[src/rtl/nibble_add_pkg.sv]
// Shared definitions for the nibble-serial add/subtract sequencer.
package nibble_add_pkg;

    localparam int NIB_W = 4;

    typedef enum logic [1:0] {
        IDLE,
        RUN,
        DONE
    } state_t;

    // Width of the nibble index register; never narrower than one bit.
    function automatic int unsigned idx_width(input int unsigned nnib);
        return (nnib <= 1) ? 1 : $clog2(nnib);
    endfunction

endpackage

[src/rtl/nibble_serial_add_ctrl_if.sv]
// Request/response channel bundle between a requester and the sequencer.
interface nibble_serial_add_ctrl_if #(
    parameter int WIDTH = 16
);
    logic             req_valid;
    logic             req_ready;
    logic [WIDTH-1:0] op_a;
    logic [WIDTH-1:0] op_b;
    logic             sub;
    logic             c_in;
    logic             rsp_valid;
    logic             rsp_ready;
    logic [WIDTH-1:0] result;
    logic             c_out;
    logic             overflow;
    logic             busy;

    modport master (
        output req_valid, op_a, op_b, sub, c_in, rsp_ready,
        input  req_ready, rsp_valid, result, c_out, overflow, busy
    );

    modport slave (
        input  req_valid, op_a, op_b, sub, c_in, rsp_ready,
        output req_ready, rsp_valid, result, c_out, overflow, busy
    );
endinterface

[src/rtl/nibble_add4.sv]
// Combinational 4-bit ripple-carry adder built from full-adder slices.
module nibble_add4
    import nibble_add_pkg::*;
(
    input  logic [NIB_W-1:0] a,
    input  logic [NIB_W-1:0] b,
    input  logic             ci,
    output logic [NIB_W-1:0] s,
    output logic             co,
    output logic             c3
);

    // Ripple the carry through one full-adder slice per bit; c3 is the carry into the top bit.
    always_comb begin
        logic carry;
        carry = ci;
        s     = '0;
        c3    = 1'b0;
        for (int unsigned i = 0; i < NIB_W; i++) begin
            if (i == NIB_W - 1) begin
                c3 = carry;
            end
            s[i]  = a[i] ^ b[i] ^ carry;
            carry = (a[i] & b[i]) | (carry & (a[i] ^ b[i]));
        end
        co = carry;
    end

endmodule

[src/rtl/nibble_serial_add_ctrl.sv]
// WIDTH-bit add/subtract sequencer reusing one 4-bit adder, one nibble per clock, LSB first.
module nibble_serial_add_ctrl
    import nibble_add_pkg::*;
#(
    parameter int WIDTH = 16
) (
    input  logic                    clk,
    input  logic                    rst_n,
    nibble_serial_add_ctrl_if.slave bus
);

    localparam int NNIB = WIDTH / NIB_W;
    localparam int KW   = idx_width(NNIB);

    state_t           state;
    logic [WIDTH-1:0] a_q;
    logic [WIDTH-1:0] b_q;
    logic [WIDTH-1:0] result_q;
    logic [KW-1:0]    k_q;
    logic             carry_q;
    logic             req_ready_q;
    logic             rsp_valid_q;
    logic             busy_q;
    logic             c_out_q;
    logic             ovf_q;

    logic [NIB_W-1:0] a_nib;
    logic [NIB_W-1:0] b_nib;
    logic [NIB_W-1:0] s_nib;
    logic             nib_co;
    logic             nib_c3;

    assign a_nib = a_q[k_q*NIB_W +: NIB_W];
    assign b_nib = b_q[k_q*NIB_W +: NIB_W];

    nibble_add4 u_add4 (
        .a  (a_nib),
        .b  (b_nib),
        .ci (carry_q),
        .s  (s_nib),
        .co (nib_co),
        .c3 (nib_c3)
    );

    // Sequencer: accept, walk the nibbles through the shared adder, then hold the response.
    always_ff @(posedge clk or negedge rst_n) begin
        if (!rst_n) begin
            state       <= IDLE;
            a_q         <= '0;
            b_q         <= '0;
            result_q    <= '0;
            k_q         <= '0;
            carry_q     <= 1'b0;
            req_ready_q <= 1'b1;
            rsp_valid_q <= 1'b0;
            busy_q      <= 1'b0;
            c_out_q     <= 1'b0;
            ovf_q       <= 1'b0;
        end else begin
            case (state)
                IDLE: begin
                    if (bus.req_valid && req_ready_q) begin
                        // Subtract is A + ~B + 1, so B is stored inverted and the carry forced high.
                        a_q         <= bus.op_a;
                        b_q         <= bus.sub ? ~bus.op_b : bus.op_b;
                        carry_q     <= bus.sub ? 1'b1 : bus.c_in;
                        k_q         <= '0;
                        result_q    <= '0;
                        req_ready_q <= 1'b0;
                        busy_q      <= 1'b1;
                        state       <= RUN;
                    end
                end
                RUN: begin
                    result_q[k_q*NIB_W +: NIB_W] <= s_nib;
                    carry_q <= nib_co;
                    k_q     <= k_q + KW'(1);
                    if (k_q == KW'(NNIB - 1)) begin
                        c_out_q     <= nib_co;
                        ovf_q       <= nib_c3 ^ nib_co;
                        rsp_valid_q <= 1'b1;
                        state       <= DONE;
                    end
                end
                DONE: begin
                    if (bus.rsp_ready) begin
                        rsp_valid_q <= 1'b0;
                        req_ready_q <= 1'b1;
                        busy_q      <= 1'b0;
                        state       <= IDLE;
                    end
                end
                default: state <= IDLE;
            endcase
        end
    end

    assign bus.req_ready = req_ready_q;
    assign bus.rsp_valid = rsp_valid_q;
    assign bus.result    = result_q;
    assign bus.c_out     = c_out_q;
    assign bus.overflow  = ovf_q;
    assign bus.busy      = busy_q;

endmodule
[src/flat_wrapper.sv]
// flat-port wrapper written by rule: the top's interface ports become plain ports
module nibble_serial_add_ctrl_flat import nibble_add_pkg::*;
#(
    parameter int WIDTH = 16
)
  (clk, rst_n, bus_req_valid, bus_op_a, bus_op_b, bus_sub, bus_c_in, bus_rsp_ready, bus_req_ready, bus_rsp_valid, bus_result, bus_c_out, bus_overflow, bus_busy);
  nibble_serial_add_ctrl_if #(.WIDTH(WIDTH)) bus_i ();
  input  logic clk;
  input  logic rst_n;
  input wire logic [$bits(bus_i.req_valid)-1:0] bus_req_valid;
  input wire logic [$bits(bus_i.op_a)-1:0] bus_op_a;
  input wire logic [$bits(bus_i.op_b)-1:0] bus_op_b;
  input wire logic [$bits(bus_i.sub)-1:0] bus_sub;
  input wire logic [$bits(bus_i.c_in)-1:0] bus_c_in;
  input wire logic [$bits(bus_i.rsp_ready)-1:0] bus_rsp_ready;
  output wire logic [$bits(bus_i.req_ready)-1:0] bus_req_ready;
  output wire logic [$bits(bus_i.rsp_valid)-1:0] bus_rsp_valid;
  output wire logic [$bits(bus_i.result)-1:0] bus_result;
  output wire logic [$bits(bus_i.c_out)-1:0] bus_c_out;
  output wire logic [$bits(bus_i.overflow)-1:0] bus_overflow;
  output wire logic [$bits(bus_i.busy)-1:0] bus_busy;
  assign bus_i.req_valid = bus_req_valid;
  assign bus_i.op_a = bus_op_a;
  assign bus_i.op_b = bus_op_b;
  assign bus_i.sub = bus_sub;
  assign bus_i.c_in = bus_c_in;
  assign bus_i.rsp_ready = bus_rsp_ready;
  assign bus_req_ready = bus_i.req_ready;
  assign bus_rsp_valid = bus_i.rsp_valid;
  assign bus_result = bus_i.result;
  assign bus_c_out = bus_i.c_out;
  assign bus_overflow = bus_i.overflow;
  assign bus_busy = bus_i.busy;
  nibble_serial_add_ctrl #(.WIDTH(WIDTH)) u_core (.clk(clk), .rst_n(rst_n), .bus(bus_i));
endmodule
[config.mk]
export PLATFORM = sky130hd
export DESIGN_NAME = nibble_serial_add_ctrl_flat
export DESIGN_NICKNAME = d
export VERILOG_FILES = /design/src/rtl/nibble_add_pkg.sv /design/src/rtl/nibble_serial_add_ctrl_if.sv /design/src/rtl/nibble_add4.sv /design/src/rtl/nibble_serial_add_ctrl.sv /design/src/flat_wrapper.sv
export SDC_FILE = /design/constraint.sdc
export NUM_CORES = 1
export LEC_CHECK = 0
export ABC_AREA = 1
export BUFFER_PORTS_ARGS = -buffer_cell sky130_fd_sc_hd__buf_2
export CORE_UTILIZATION = 40
export CTS_BUF_LIST = sky130_fd_sc_hd__clkbuf_4 sky130_fd_sc_hd__clkbuf_8 sky130_fd_sc_hd__clkbuf_16
export CTS_CLUSTER_DIAMETER = 80
export CTS_CLUSTER_SIZE = 10
export DETAILED_ROUTE_END_ITERATION = 16
export PLACE_DENSITY = 0.66
export SETUP_SLACK_MARGIN = 0.2
export SLEW_MARGIN = 15
export SYNTH_ARGS = -nofsm -noshare
export SYNTH_HDL_FRONTEND = slang
export SYNTH_SLANG_ARGS = --single-unit
[constraint.sdc]
create_clock -name clk -period 8.3 [get_ports clk]
set_clock_uncertainty 0.2 [all_clocks]
set_input_delay 1.245 -clock clk [delete_from_list [all_inputs] [get_ports clk]]
set_output_delay 1.245 -clock clk [all_outputs]
set_load 0.05 [all_outputs]
## Word level (Yosys, flattened, before mapping)

Index checks and enable logic that the tools add are counted.

- Bits in registers: 58
- Latch bits: 0
- RAM bits: 0
- ROM bits: 0
- Input port bits: 38
- Memories kept: 0

- Add/subtract/negate cells: 2
- $mul: 0
- Div/mod/pow operators: 0
- Magnitude comparators: 0
- Equality and inequality tests: 6
- Shifts and indexed selects: 4
- Muxes and demuxes: 21
- Bitwise logic cells: 22
- Reductions and logical operators: 11

Operator list:

| operator | count |
|---|---|
| $neg 4->34 | 1 |
| $shift 4x34->16 const A | 1 |
| $shiftx 4x34->16 | 1 |
| $mux 16 | 2 |
| $pmux 16 s2 | 1 |
| $shiftx 16x5->4 | 2 |
| $bwmux 16 | 1 |
| $not 16->16 | 1 |
| $reduce_and 3->1 | 3 |
| $xor 1x1->1 | 9 |
| $and 1x1->1 | 8 |
| $mux 2 | 4 |
| $pmux 1 s2 | 4 |
| $mux 1 | 7 |
| $pmux 2 s3 | 1 |
| $reduce_and 2->1 | 3 |
| $reduce_bool 2->1 | 3 |
| $eq 2x2->1 const B | 2 |
| $ne 2x1->1 const B | 2 |
| $or 1x1->1 | 4 |
| $pmux 2 s2 | 1 |
| $add 2x1->2 const B | 1 |
| $eq 2x1->1 const B | 1 |
| $logic_not 2->1 | 1 |
| 2 further kinds | 2 |

## Longest topological paths before layout

Gate-level depths: netlist of run 1.

- Depth in word-level cells: 12
- Mapped depth: 16
- Mapped depth without buffers: 15

## Cells and area by module

From an unflattened synthesis of run 1, not the netlist that was laid out.

- Cell total of the unflattened synthesis: 378
- Area, all modules: 3,060.4 um^2

Modules (own cells, without submodules):

| module | times used | cells each | area each (um^2) | seq. area each (um^2) |
|---|---|---|---|---|
| nibble_serial_add_ctrl | 1 | 366 | 2,950.3 | 1,452.6 |
| nibble_add4 | 1 | 12 | 110.1 | 0.0 |

## Least setup slack after synthesis of run 1

Ideal clock, no wire load.

- Path type: flip-flop to flip-flop
- Start: reg u_core.k_q[0]
- End: reg u_core.result_q[15] (netlist: u_core.bus.result[15])
- Library setup time: 0.118 ns
- Arrival time: 2.685 ns
- Required time: 7.982 ns
- Path slack: 5.297 ns
- Cell stages (with the launch flop): 17
- Buffers on the path: 1
- Clock period less this slack: 3.003 ns
- Path through: dfrtp_1 inv_1 clkbuf_1 nand2_1 nand3_1 nand2_1 fa_1 inv_1 fa_1 inv_1 fa_1 inv_1 fa_1 inv_1 nor3_1 nand2_1 nand2_1

- Longest elaborated chain between the ends: 12

Ends and longest elaborated chain:

| item | line | text |
|---|---|---|
| start, declared | nibble_serial_add_ctrl.sv:19 | `logic [KW-1:0] k_q;` |
| start signal, assigned | nibble_serial_add_ctrl.sv:77 | `k_q <= k_q + KW'(1);` |
| $shiftx 16x5->4 (on tied branches) | nibble_serial_add_ctrl.sv:33, nibble_serial_add_ctrl.sv:34 |  |
| $xor 1x1->1 | nibble_add4.sv:23, nibble_add4.sv:24 |  |
| $and 1x1->1 | nibble_add4.sv:24 | `carry = (a[i] & b[i]) \| (carry & (a[i] ^ b[i]));` |
| $or 1x1->1 | nibble_add4.sv:24 |  |
| $and 1x1->1 | nibble_add4.sv:24 |  |
| $or 1x1->1 | nibble_add4.sv:24 |  |
| $and 1x1->1 | nibble_add4.sv:24 |  |
| $or 1x1->1 | nibble_add4.sv:24 |  |
| $xor 1x1->1 | nibble_add4.sv:23 | `s[i] = a[i] ^ b[i] ^ carry;` |
| $shiftx 4x34->16 | nibble_serial_add_ctrl.sv:75 | `result_q[k_q*NIB_W +: NIB_W] <= s_nib;` |
| $bwmux 16 * | nibble_serial_add_ctrl.sv:75 |  |
| $pmux 16 s2 * | nibble_serial_add_ctrl.sv:60 | `case (state)` |
| end signal, assigned by index | nibble_serial_add_ctrl.sv:75 |  |
| end, declared | nibble_serial_add_ctrl.sv:18 | `logic [WIDTH-1:0] result_q;` |

Mark *: on every way between the ends. The rest lies on a longest branch, timed or not.
A chain may end at the register's enable or synchronous reset.

## Final worst setup path of run 1

Same ends and word-level chain as after synthesis.

==> impl_metrics.env, run 1 <==
export IMPL_status="finished, final reports clean"
export IMPL_n_antenna_cell=0
export IMPL_grt_pass1_wl_mm=10.71
export IMPL_place_congestion=0.7859
export IMPL_critPathKind="register to register"
export IMPL_dr_pass1_iters=4
export IMPL_syn_area_per_cell_sq_um=7.960
export IMPL_synth_cell_type_count=26
export IMPL_worst_pin_slew_ns=0.8696
export IMPL_die_area_sq_um=7771
export IMPL_yosys_area_top_type="dfrtp_1"
export IMPL_dieWidth_um=88.16
export IMPL_power_internal_uw=848.4
export IMPL_area_delta_synth_final_pct=18.79
export IMPL_crit_chain="inv_1 > nand2_1 > nand3_1 > nand2_1 > fa_1 > inv_1 > fa_1 > inv_1 > fa_1 > inv_1 > fa_1 > inv_1 > nor3_1 > nand2_1 > nand2_1"
export IMPL_worstSkewPairLatency_ns=0.34
export IMPL_synthCells=373
export IMPL_num_io_pins=59
export IMPL_ctsHoldBuffers=0
export IMPL_drv_cap=0
export IMPL_coreArea_sq_um=7214
export IMPL_irDropWorstVdd_mv=0.1769
export IMPL_p_comb_frac=0.481
export IMPL_setup_viol=0
export IMPL_finalNonFillerCells=530
export IMPL_hold_class="register to register"
export IMPL_syn_area_sq_um=2969
export IMPL_grt_pass1_vias=2286
export IMPL_place_hpwl_mm=4.249
export IMPL_viasPerCell=4.547
export IMPL_powerDensity_nw_per_um2=443.8
export IMPL_fmax_mhz=264.0
export IMPL_initial_core_util=0.4116
export IMPL_syn_nets=419
export IMPL_fill_cells=761
export IMPL_wl_per_cell_um=11.65
export IMPL_ys_warn_count=0
export IMPL_yosysTopAreaCellShare=0.4804
export IMPL_synth_seq_cells=58
export IMPL_worst_ep_required_time_ns=8.33
export IMPL_p_leak_uw=0.002018
export IMPL_power_net_switching_uw=717.0
export IMPL_root_buffer="clkbuf_8"
export IMPL_cpPeakStageDelay_ns=0.71
export IMPL_row_count=31
export IMPL_cts_resized_gates=0
export IMPL_synthTopCellsByArea="dfrtp_1, nand2_1, nand3_1, xor2_1, inv_1"
export IMPL_fin_crit_sh=0.4564
export IMPL_routed_wl_mm=6.173
export IMPL_critPathMostFrequentCell="inv_1"
export IMPL_crit_path_end_kind="register"
export IMPL_cts_setup_buffers=0
export IMPL_gr_usage_all_layers=0.1809
export IMPL_numCtsBuffers=9
export IMPL_fin_tns_setup_ns=0
export IMPL_drive_gt1_frac=0.1903
export IMPL_period_needed_ns=3.788
export IMPL_pwr_share_seq=0.318
export IMPL_grt_ovfl_total=0
export IMPL_antenna_found_initial=0
export IMPL_drt_initial_drc_count=135
export IMPL_cts_tree="yes"
export IMPL_path_clk_slew_ns=0.07
export IMPL_vias=2410
export IMPL_pwr_share_clk=0.201
export IMPL_path_buf_inv=5
export IMPL_start_kind="register"
export IMPL_nNetsFinal=472
export IMPL_worst_path_max_fanout=31
export IMPL_cts_max_path_buffers=2
export IMPL_die_h_um=88.16
export IMPL_swShare=0.4580
export IMPL_grt_max_degree=59
export IMPL_port_buffers=58
export IMPL_final_hold_violation_count=0
export IMPL_relSlewSlack=0.4196
export IMPL_cp_top_family="adder cells"
export IMPL_drc_errors=0
export IMPL_ys_seq_area_frac=0.4893
export IMPL_dp_cells=514
export IMPL_whs_ns=0.2761
export IMPL_cts_max_level=3
export IMPL_cts_sinks=58
export IMPL_final_max_slew_viol_count=0
export IMPL_crit_slowest_cell="inv_1"
export IMPL_rsz0062_at_grt="no"
export IMPL_critPathArrivalTime_ns=3.82
export IMPL_antenna_left=0
area by class of cell:
| cell class | count | area [sq um] | share of cell area |
|---|---|---|---|
| multi-input combinational | 269 | 1308 | 0.3707 |
| timing repair buffer | 59 | 297.8 | 0.08443 |
| tap | 99 | 123.9 | 0.03512 |
| clock inverter | 6 | 105.1 | 0.02980 |
| inverter | 29 | 108.9 | 0.03086 |
| sequential | 58 | 1453 | 0.4118 |
| clock buffer | 10 | 131.4 | 0.03725 |
cells in the mapped netlist:
cell and count:
a21oi_1 1, buf_2 8, buf_4 4, buf_6 1, clkbuf_1 3, clkbuf_4 1
clkinv_1 1, dfrtp_1 57, dfstp_2 1, fa_1 4, ha_1 4, inv_1 26
inv_2 2, nand2_1 179, nand2_4 1, nand3_1 33, nand3_2 1, nor2_1 8
nor2_2 1, nor2_4 1, nor3_1 6, o211ai_1 8, o21ai_0 4, o21bai_1 1
xnor2_1 1, xor2_1 16
sequential cells by signal, summed over array words and instances, names as in the netlist:
name,flops
u_core.k_q,2
u_core.a_q,16
u_core.bus.rsp_valid,1
u_core.state,2
u_core.bus.c_out,1
u_core.bus.result,16
u_core.bus.overflow,1
u_core.b_q,16
u_core.carry_q,1
u_core.bus.busy,1
u_core.bus.req_ready,1
cell usage in the layout, fill, tap and decap left out, types with 4 or more instances in the layout:
cell / n
nand3_1: 33
o211ai_1: 8
o21ai_0: 4
inv_1: 26
clkbuf_8: 9
nor3_1: 6
buf_2: 58
nand2_1: 179
fa_1: 4
ha_1: 4
nor2_1: 8
xor2_1: 16
dfrtp_1: 57
path summary, 6_finish.rpt:
check                            startpoint                     to  slack (ns)  cells after the start
max                           u_core.k_q[0]  u_core.bus.result[15]        4.51                     15
min                        u_core.bus.c_out       u_core.bus.c_out        0.28                      2
max reg2reg                   u_core.k_q[0]  u_core.bus.result[15]        4.51                     15
min reg2reg                u_core.bus.c_out       u_core.bus.c_out        0.28                      2
max in group asynchronous             rst_n         u_core.a_q[13]        6.58                      2
min in group asynchronous             rst_n    u_core.bus.overflow        0.86                      2
logic make-up after synthesis:
| group | Yosys count | synth area share |
|---|---|---|
| compound gates | 14 | 0.03118 |
| xor+xnor | 17 | 0.05015 |
| fa+ha+maj | 8 | 0.04383 |
| buf+inv | 46 | 0.07037 |
| flops | 58 | 0.4893 |
| simple gates | 230 | 0.3152 |
layer usage:
layer / vias up / global-route usage / wire length [um]
met5: - / 0 / 0
met4: 0 / 0.08358 / 110
met3: 10 / 0.03487 / 289
met2: 60 / 0.2854 / 2837
met1: 1086 / 0.2417 / 2934
li1: 1254 / - / -
power by group through the flow:
stage               Sequential, uW  Clock (uW)  Combinational (uW)
finish                         498         315                 753
global placement               498           0                 738
global route                   516         335                 852
floorplan                      601           0                 480
CTS                            498         321                 757
detailed placement             502           0                 754
through the flow:
step | worst slack (ns) | area [sq um] | util | power, uW
floorplan | 5.297 | 2969 | - | 1080
global placement | 4.741 | 3291 | 0.4561 | 1236
detailed placement | 4.564 | 3291 | 0.4561 | 1256
CTS | 4.556 | 3527 | 0.4889 | 1576
global route | 4.227 | 3527 | 0.4889 | 1703
finish | 4.512 | 3527 | 0.4889 | 1565
worst register-to-register path: cells and delay by family (launching register included):
family / cells / cell delay, ns
AND/OR/NAND/NOR: 6 / 0.52
flip-flops: 1 / 0.53
buffers and inverters: 5 / 1.04
adder cells (fa/ha/maj): 4 / 1.41
No activity file was read; power rests on OpenSTA's default activity.
==> inputs of run 2 (changes only) <==
--- a/config.mk
+++ b/config.mk
@@ -5,14 +5,14 @@
 export SDC_FILE = /design/constraint.sdc
 export NUM_CORES = 1
 export LEC_CHECK = 0
-export ABC_AREA = 1
+export ABC_AREA = 0
 export BUFFER_PORTS_ARGS = -buffer_cell sky130_fd_sc_hd__buf_2
 export CORE_UTILIZATION = 40
 export CTS_BUF_LIST = sky130_fd_sc_hd__clkbuf_4 sky130_fd_sc_hd__clkbuf_8 sky130_fd_sc_hd__clkbuf_16
 export CTS_CLUSTER_DIAMETER = 80
 export CTS_CLUSTER_SIZE = 10
 export DETAILED_ROUTE_END_ITERATION = 16
-export PLACE_DENSITY = 0.66
+export PLACE_DENSITY = 0.69
 export SETUP_SLACK_MARGIN = 0.2
 export SLEW_MARGIN = 15
 export SYNTH_ARGS = -nofsm -noshare
==> constraint.sdc (replaced) <==
create_clock -name clk -period 3.3 [get_ports clk]
set_clock_uncertainty 0.2 [all_clocks]
set_input_delay 0.495 -clock clk [delete_from_list [all_inputs] [get_ports clk]]
set_output_delay 0.495 -clock clk [all_outputs]
set_load 0.05 [all_outputs]
==> impl_metrics.env, run 2 <==
export IMPL_ys_seq_area_frac=0.5206
export IMPL_root_buffer="clkbuf_8"
export IMPL_cts_tree="yes"
export IMPL_synth_edf_count=0
export IMPL_critPathKind="register to register"
export IMPL_coreArea_sq_um=6756
export IMPL_critPathArrivalTime_ns=2.96
export IMPL_irDropWorstVdd_mv=0.1932
export IMPL_p_leak_uw=0.001618
export IMPL_relSlewSlack=0.4224
export IMPL_place_area_sq_um=3146
export IMPL_cts_max_path_buffers=2
export IMPL_layout_common_cells="buf_2, dfrtp_1, nor2_1, a21oi_1, xnor2_1"
export IMPL_finalPower_uw=1440
export IMPL_antenna_found_initial=0
export IMPL_whs_ns=0.1804
export IMPL_worst_ep_required_time_ns=3.32
export IMPL_drive_gt1_frac=0.3973
export IMPL_rsz0062_at_grt="no"
export IMPL_drc_errors=0
export IMPL_nNetsFinal=333
export IMPL_wl_per_cell_um=14.74
export IMPL_place_hpwl_mm=4.103
export IMPL_grt_busiest_layer="met2"
export IMPL_n_antenna_cell=0
export IMPL_place_congestion=0.8051
export IMPL_drt_initial_drc_count=70
export IMPL_path_clk_slew_ns=0.06
export IMPL_cts_max_level=3
export IMPL_syn_nets=269
export IMPL_status="finished, final reports clean"
export IMPL_grt_pass1_wl_mm=9.294
export IMPL_grt_pass1_vias=1951
export IMPL_fin_crit_sh=0.8918
export IMPL_synthCells=223
export IMPL_syn_area_per_cell_sq_um=12.51
export IMPL_numCtsBuffers=9
export IMPL_cts_setup_buffers=0
export IMPL_dr_pass1_iters=6
export IMPL_worst_pin_slew_ns=0.8646
export IMPL_design_area_sq_um=3371
export IMPL_setup_viol=0
export IMPL_initial_core_util=0.4130
export IMPL_gr_usage_all_layers=0.1658
export IMPL_routed_wl_mm=5.482
export IMPL_grt_use_met1=0.2161
export IMPL_ys_warn_count=0
export IMPL_syn_area_sq_um=2790
export IMPL_worstSkewPairLatency_ns=0.32
export IMPL_yosysTopAreaCellShare=0.5112
export IMPL_drv_cap=0
export IMPL_crit_path_end_kind="register"
export IMPL_start_kind="register"
export IMPL_powerDensity_nw_per_um2=427.3
export IMPL_synthTopCellsByArea="dfrtp_1, mux4_2, mux2_2, xnor2_1, a21oi_1"
export IMPL_row_count=30
export IMPL_grt_use_met3=0.03754
export IMPL_die_h_um=85.52
export IMPL_dieWidth_um=85.52
export IMPL_worst_path_max_fanout=4
export IMPL_num_io_pins=59
export IMPL_final_max_slew_viol_count=0
export IMPL_synth_most_common_cell="dfrtp_1"
export IMPL_cts_sinks=58
export IMPL_fin_tns_setup_ns=0
export IMPL_fill_cells=594
export IMPL_use_met2=0.2735
export IMPL_fmax_mhz=339.8
export IMPL_dominantRegCellSynth="dfrtp_1"
export IMPL_synth_common_cells="dfrtp_1, a21oi_1, nor2_1"
export IMPL_vias=1887
export IMPL_hold_class="input pin to register"
export IMPL_ys_async_sr_fraction=1.000
export IMPL_grt_ovfl_total=0
export IMPL_final_common_cell="buf_2"
export IMPL_antenna_left=0
export IMPL_final_hold_violation_count=0
export IMPL_synth_cell_type_count=36
export IMPL_yosys_area_top_type="dfrtp_1"
export IMPL_grt_max_degree=33
export IMPL_period_needed_ns=2.943
export IMPL_area_delta_synth_final_pct=20.81
export IMPL_die_area_sq_um=7314
export IMPL_viasPerCell=5.073
export IMPL_port_buffers=58
export IMPL_synth_seq_cells=58
==> run 2: changes by cell type after synthesis, sizes merged, moves of 3 or more <==
cell     change
clkbuf       -3
nor3         -5
mux2        +17
xor2        -15
nand2      -176
inv         -15
xnor2       +15
o211ai       -8
a21oi       +23
nand3       -31
o2bb2ai      +8
mux4         +8
a22o         +8
nor2        +10
==> run 2: per-layer routing <==
metal | share of wire | vias up
met3 | 0.036 | 6
met2 | 0.47 | 45
li1 | - | 914
met4 | 0.014 | 0
met5 | 0 | -
met1 | 0.48 | 922
==> run 2: worst max-delay path, cell delays in order, from the launching register on <==
cell and delay [ns]:
dfrtp_2 0.44, mux4_2 0.33, inv_1 0.05, fa_1 0.39, inv_1 0.08, fa_1 0.16, inv_1 0.06, fa_2 0.36
inv_1 0.08, fa_2 0.47, a22o_1 0.22
==> run 2: timing repair <==
| item | in CTS | in global routing |
|---|---|---|
| resized for setup | 0 | 3 |
| endpoints found under the hold margin | 10 | 0 |
| hold buffers | 1 | 0 |
| endpoints found under the setup margin | 0 | 6 |
==> run 2: metrics by stage <==
step | cells | worst slack (ns) | util
2_1_floorplan | 223 | 0.2112 | -
3_3_place_gp | 355 | 0.3737 | 0.4656
3_5_place_dp | 355 | 0.2566 | 0.4656
4_1_cts | 372 | 0.2494 | 0.4980
5_1_grt | 372 | 0.2354 | 0.4989
6_report | 372 | 0.3569 | 0.4989
==> run 2: cell families (layout without fill, tap and decap cells) <==
logic type,count (synthesis),after routing,share of synthesized area
xor gates and xnor gates,17,17,0.05336
muxes,25,25,0.1386
DFF,58,58,0.5206
AOI/OAI and AO/OA,49,49,0.1193
buffers and inverters,25,94,0.04619
and+or+nand+nor,41,41,0.07533
adders and majority gates,8,8,0.04664
==> run 2: area by class of cell <==
class / instances / area, sq um / area share
clock buffers: 14 / 173.9 / 0.05160
clock inverters: 2 / 35.03 / 0.01039
inverters: 13 / 48.80 / 0.01448
multi-input cells: 140 / 1214 / 0.3601
flip-flops and latches: 58 / 1454 / 0.4313
well taps: 80 / 100.1 / 0.02970
repair buffers: 65 / 345.3 / 0.1024
==> run 2: where the power goes <==
group	internal [uW]	total [uW]	switching, uW
clock network	414	665	250
registers	711	711	0
logic	30.7	64.3	33.6
==> run 2: final timing paths <==
check                                     start                    to  slack, ns  cells past startpoint
min                               bus_rsp_ready       u_core.state[1]       0.18                      2
max in group asynchronous                 rst_n  u_core.bus.req_ready       1.88                      3
max                               u_core.k_q[0]  u_core.bus.result[3]       0.36                     10
min reg2reg                u_core.bus.result[0]  u_core.bus.result[0]       0.29                      1
min in group asynchronous                 rst_n        u_core.a_q[10]       0.39                      2
max reg2reg                       u_core.k_q[0]  u_core.bus.result[3]       0.36                     10
